<file path="src/rtl/rr_arbiter_8.sv">
// Eight-way round-robin arbiter with registered one-hot and binary grant outputs.
// Optional hold-time limit compiled in with `define RR_ARBITER_TIMEOUT_EN.
module rr_arbiter_8 #(
  parameter int unsigned TIMEOUT = 16
) (
  input  logic       clk,
  input  logic       rst,
  input  logic [7:0] req,
  output logic [7:0] gnt,
  output logic [2:0] gnt_idx,
  output logic       gnt_valid,
  output logic       tmo
);

  if (TIMEOUT < 2 || TIMEOUT > 255) begin : g_bad_timeout
    $error("rr_arbiter_8: TIMEOUT must be within 2..255");
  end

  typedef enum logic [0:0] {
    StIdle,
    StGrant
  } state_e;

  state_e     state_q;
  logic [2:0] ptr_q;

`ifdef RR_ARBITER_TIMEOUT_EN
  localparam logic [7:0] CntLast = 8'(TIMEOUT - 1);
  logic [7:0] cnt_q;
`endif

  // Rotating priority search: lowest offset from ptr_q wins, so scan offsets high to low.
  logic       win_found;
  logic [2:0] win_idx;
  logic [2:0] cand;

  always_comb begin
    win_found = 1'b0;
    win_idx   = 3'd0;
    cand      = 3'd0;
    for (int i = 7; i >= 0; i--) begin
      cand = ptr_q + 3'(i);
      if (req[cand]) begin
        win_found = 1'b1;
        win_idx   = cand;
      end
    end
  end

  always_ff @(posedge clk or posedge rst) begin
    if (rst) begin
      state_q   <= StIdle;
      gnt       <= 8'h00;
      gnt_idx   <= 3'd0;
      gnt_valid <= 1'b0;
      tmo       <= 1'b0;
      ptr_q     <= 3'd0;
`ifdef RR_ARBITER_TIMEOUT_EN
      cnt_q     <= 8'd0;
`endif
    end else begin
      tmo <= 1'b0;
      case (state_q)
        StIdle: begin
          if (win_found) begin
            gnt       <= 8'b1 << win_idx;
            gnt_idx   <= win_idx;
            gnt_valid <= 1'b1;
            state_q   <= StGrant;
`ifdef RR_ARBITER_TIMEOUT_EN
            cnt_q     <= 8'd0;
`endif
          end
        end
        StGrant: begin
          if (!req[gnt_idx]) begin
            gnt       <= 8'h00;
            gnt_valid <= 1'b0;
            ptr_q     <= gnt_idx + 3'd1;
            state_q   <= StIdle;
          end
`ifdef RR_ARBITER_TIMEOUT_EN
          // Forced release: the owner drops to lowest priority like a normal release.
          else if (cnt_q == CntLast) begin
            gnt       <= 8'h00;
            gnt_valid <= 1'b0;
            ptr_q     <= gnt_idx + 3'd1;
            state_q   <= StIdle;
            tmo       <= 1'b1;
          end else if (cnt_q != 8'hFF) begin
            cnt_q <= cnt_q + 8'd1;
          end
`endif
        end
        default: state_q <= StIdle;
      endcase
    end
  end

endmodule

</file>
<file path="config.mk">
export PLATFORM = sky130hd
export DESIGN_NAME = rr_arbiter_8
export DESIGN_NICKNAME = d
export VERILOG_FILES = /design/src/rtl/rr_arbiter_8.sv
export SDC_FILE = /design/constraint.sdc
export NUM_CORES = 1
export LEC_CHECK = 0
export CAP_MARGIN = 20
export CORE_UTILIZATION = 64
export CTS_CLUSTER_SIZE = 8
export DETAILED_ROUTE_END_ITERATION = 8
export DONT_BUFFER_PORTS = 1
export PLACE_DENSITY_LB_ADDON = 0.12
export SYNTH_ARGS = -nofsm -noshare
export SYNTH_HDL_FRONTEND = slang
export SYNTH_SLANG_ARGS = --single-unit
</file>
<file path="constraint.sdc">
create_clock -name clk -period 4.1 [get_ports clk]
set_input_delay 1.025 -clock clk [delete_from_list [all_inputs] [get_ports clk]]
set_output_delay 1.025 -clock clk [all_outputs]
set_load 0.02 [all_outputs]
</file>
* Word-level counts from Yosys, hierarchy flattened
Index checks and enable logic that the tools add are counted.
** Word-level totals
- ROM bits :: 0
- Output and inout port bits :: 13
- Memories :: 0
- Bits in registers :: 16
- Word-level logic and storage cells :: 73
- Input port bits :: 10
- Bits in latches :: 0
- Memory bits (writable) :: 0
** Operators by class
- $add $sub $neg :: 8
- Divide/modulo/power cells :: 0
- Magnitude comparators :: 9
- Multipliers :: 0
- Eq/ne operators :: 2
- Shift-type cells :: 1
- Mux-type cells :: 43
- Bitwise logic cells :: 2
- Reductions and logical operators :: 3
** Operators by type and width (number)
- 3-bit by 4-bit less-than comparator with 1-bit output (second input constant) :: 9
- 1-bit binary-select mux with 3-bit select :: 9
- 3-bit 2-to-1 mux :: 8
- 1-bit 2-to-1 mux :: 21
- 8-bit 2-to-1 mux :: 2
- 8-bit one-hot mux with 2 select lines :: 1
- 3-bit adder (second input constant) :: 4
- 1-bit by 3-bit << shifter with 8-bit output (first input constant) :: 1
- 3-bit by 1-bit adder with 3-bit output (second input constant) :: 2
- 3-bit by 2-bit adder with 3-bit output (second input constant) :: 2
- 2-bit AND reduction :: 3
- 2-bit inequality test (second input constant) :: 2
- 1-bit one-hot mux with 2 select lines :: 2
- 1-bit inverter :: 2

* Longest topological paths before layout
- Word-level depth :: 14
- Mapped depth :: 11

* Least setup slack after synthesis
Ideal clock, no wire load.
- Kind :: in2reg
- From :: input req[3]
- To :: register gnt[3]
- Slack :: 1.042 ns
- Arrival time :: 2.937 ns
- Setup time :: 0.121 ns
- Stages on the path :: 7
- Buffers on the path :: 1
- Cell sequence :: clkbuf_1 -> mux4_2 -> nor3_1 -> a211oi_2 -> o41ai_4 -> nor2_1 -> a32o_2
** Between the ends
- Cells in the longest elaborated chain, start to end :: 13
- Elaborated cells between the ends (all ways) :: 40
- Classes of those cells :: eq/ne: 2; shift: 1; mux: 36; reduce/logical: 1
** RTL lines
- from (decl) :: RTL line 8 : input logic [7:0] req,
- 1-bit binary-select mux with 3-bit select :: RTL line 43 : if (req[cand]) begin
- 1-bit 2-to-1 mux (implied by the code) :: RTL line 43
- 3-bit 2-to-1 mux (8 in series) :: RTL line 43
- 1-bit by 3-bit << shifter with 8-bit output :: RTL line 66 : gnt <= 8'b1 << win_idx;
- 8-bit 2-to-1 mux :: RTL line 65 : if (win_found) begin
- 8-bit one-hot mux with 2 select lines :: RTL line 63 : case (state_q)
- to (signal assigned) :: RTL line 66
- to (decl) :: RTL line 9 : output logic [7:0] gnt,
Parallel ways exist; a longest one is shown, timed or not. The select of a mux whose other input is x is not followed.
A chain may end at the register's enable or synchronous reset.

* Final worst setup path
- From :: register ptr_q[1]
- To :: register gnt[7]
** Between the ends
- Cells in the longest elaborated chain, start to end :: 14
- Elaborated cells between the ends (all ways) :: 44
- Classes of those cells :: add/sub: 7; eq/ne: 1; shift: 1; mux: 34; reduce/logical: 1
** RTL lines
- from (decl) :: RTL line 25 : logic [2:0] ptr_q;
- from (signal assigned) :: RTL line 79 : ptr_q <= gnt_idx + 3'd1;
- 3-bit adder :: RTL line 42 : cand = ptr_q + 3'(i);
- 1-bit binary-select mux with 3-bit select :: RTL line 43
- 1-bit 2-to-1 mux (implied by the code) :: RTL line 43
- 3-bit 2-to-1 mux (8 in series) :: RTL line 43
- 1-bit by 3-bit << shifter with 8-bit output :: RTL line 66
- 8-bit 2-to-1 mux :: RTL line 65
- 8-bit one-hot mux with 2 select lines :: RTL line 63
Parallel ways exist; a longest one is shown, timed or not. The select of a mux whose other input is x is not followed.

==> impl_metrics.toml <==
[yosys]
synth_top_area_cell = "dfrtp_1"
synth_area_leaders = "dfrtp_1, mux4_2, mux2_2, mux2i_1, mux4_1"
yosysUniqueCellTypes = 57
synthArstFlopShare_pct = 100
synth_area_um2 = 1900
synth_edf_count = 0
netlist_instances = 188
ys_ff_latch = 16
synth_top_area_share_pct = 21.1
avgSynthCellArea_um2 = 10.1
synth_warnings = 0
synth_nets = 201
synthFlopType = "dfrtp_1"
ys_seq_area_share_pct = 21.1

[die]
core-area_um2 = 2780
initial_core_util_pct = 68.2
dieArea_um2 = 3190
fp.dieH_um = 56.5
io_pins = 23
row_count = 19
die_w_um = 56.5

[setup_path]
rrSetupSlack_ns = 0.91
r2r-start = "ptr_q[1]$_DFFE_PP0P_"
crit_fanout = 10
reg2regPathDepth = 9
crit_chain = "inv_1 -> ha_1 -> mux2i_1 -> a2111oi_0 -> o21ai_0 -> a41o_1 -> a2111oi_4 -> nand2_1 -> o21ai_1"
cpMaxStageDelayCell = "a2111oi_0"
crit_start = "ptr_q[1]$_DFFE_PP0P_"
end_kind = "flip-flop"
worstSetupPathDepth = 9
path_delay_family = "compound AO/OA/AOI/OAI gates"
crit_path_end = "gnt[7]$_DFFE_PP0P_"
r2r-end = "gnt[7]$_DFFE_PP0P_"
required_ns = 4.33
slowest_delay_ns = 0.66
crit_type = "flip-flop to flip-flop"
worstSetupStartpointType = "flip-flop"
path_buf_inv = 1
crit_arrival_ns = 3.43

[clocking]
cts_root_buf = "clkbuf_4"
clockBufferDepth = 2
post_cts_resize_count = 0
ctsHtreeMaxLevel = 1
worst_skew_pair.late_latency_ns = 0.30
cts_hold_buf = 0
cts.reportedPaths.clkPinSlew_ns = 0.10
numClockSinks = 16
cts_tree = "built"
cts-buffers-inserted = 3
postCtsSetupBuffers = 0

[placed_design]
dp.cells = 203
gp_congestion = 0.856
port-buffer-count = 0
hpwl_mm = 3.11
placed_area_um2 = 1850

[sta]
holdWs_ns = 0.633
finalHoldViolations = 0
fin_crit_ns = 3.19
slew_headroom_pct = 49.8
setup_violations = 0
post-route-period-util_pct = 77.9
rsz0062_at_grt = "no"
clock.fmax_mhz = 313
fin_skew_ns = 0.0115
drv_slew = 0
worstMarginPinSlew_ns = 0.734
fin_setup_tns_ns = 0

[grt]
grt_usage_pct = 30.2
grt_pass1_wl_mm = 7.56
antenna_found_initial = 0
grt_overflow = 0
grt_max_degree = 26
grt_pass1_vias = 1541

[route]
drc = 0
wl_per_cell_um = 21.2
drtAntennaViolNets = 0
drt_iter0_markers = 91
drt_pre_antenna_iters = 4
finalWirelength_mm = 4.40
vias = 1574
vias_per_cell = 7.60

[job]
cap_viol_max_count = 0

[cells_and_area]
final_cell_mix = "nand2_1, dfrtp_1, mux4_2"
layout_commonest_cell = "nand2_1"
fin_cells = 207
diodes = 0
finalNetCount = 190
drive_gt1_share_pct = 23.3
finalInstanceArea_um2 = 1890
areaGrowthSynthToFinish_pct = -0.462

[run_status]
status = "finished clean"

[worst_hold_path]
worstHoldStart = "gnt[6]$_DFFE_PP0P_"
hold_class = "flip-flop to flip-flop"
## metrics by stage
step | setup WS, ns | utilization [%]
finish | 0.906 | 67.9
detailed placement | 0.860 | 66.6
CTS | 1.02 | 67.9
global route | 0.777 | 67.9
floorplan | 1.04 | -
global placement | 0.965 | 66.6
## final cells by class
cell class,instances,area (um2)
clock buffers,4,36.3
fillers,216,892
inverters,7,26.3
multi-input cells,146,1370
flip-flops and latches,16,400
well taps,31,38.8
repair buffers,3,22.5
## how the worst min path moves through the flow
stage / end / slack, ns / cells past startpoint
3_5_place_dp: gnt[6]$_DFFE_PP0P_ / 0.62 / 2
2_1_floorplan: state_q$_DFF_PP0_ / 0.57 / 2
3_3_place_gp: state_q$_DFF_PP0_ / 0.60 / 2
5_1_grt: state_q$_DFF_PP0_ / 0.66 / 2
6_report: gnt[6]$_DFFE_PP0P_ / 0.63 / 2
4_1_cts: gnt[6]$_DFFE_PP0P_ / 0.64 / 2
## worst register-to-register path: cells and delay by family (launching register included)
kind | cells | cell delay, ns
compound gates | 5 | 1.81
fa+ha+maj | 1 | 0.44
buf+inv | 1 | 0.20
mux | 1 | 0.18
simple gates | 1 | 0.12
flops | 1 | 0.38
## state kept, by name, indices dropped and copies added, names as in the netlist
register,cells
gnt_valid,1
gnt_idx,3
ptr_q,3
state_q,1
gnt,8
## cell usage after synthesis, types with 2 or more instances
cell type / number
nor4_1: 2
mux2i_1: 10
a32o_1: 5
mux4_2: 14
buf_6: 2
a211oi_2: 3
xnor2_1: 3
dfrtp_1: 16
a21oi_1: 8
mux2_2: 9
a2111oi_0: 2
buf_2: 3
nor3_1: 6
nand2_1: 18
nor2_1: 12
and2_1: 3
o21ai_0: 4
clkbuf_1: 8
inv_2: 2
a211oi_1: 3
mux4_1: 3
or3_1: 2
a21boi_0: 2
o21ai_1: 3
o22ai_1: 2
a21o_1: 2
ha_1: 3
inv_1: 5
buf_4: 4
a22oi_1: 2
## layer usage
metal | wire length [um] | vias to the layer above | global-route usage, %
li1 | - | 714 | -
met1 | 1990 | 775 | 44.1
met5 | 0 | - | 0
met2 | 2060 | 73 | 45.5
met3 | 235 | 12 | 5.76
met4 | 105 | 0 | 9.06
## cells by family (layout without fill, tap and decap cells)
kind of cell               count (synthesis)  in the layout  synth area share [%]
other                                      1              1                 0.198
AOI/OAI and AO/OA                         51             51                  23.3
xor gates and xnor gates                   4              4                  1.85
DFF                                       16             16                  21.1
and+or+nand+nor                           50             50                  12.5
buffers and inverters                     26             14                  6.99
muxes                                     37             37                  32.1
adders and majority gates                  3              3                  1.98
Power is not shown: default switching activity piles up to over one toggle a cycle in this logic, so the estimate is an artifact.
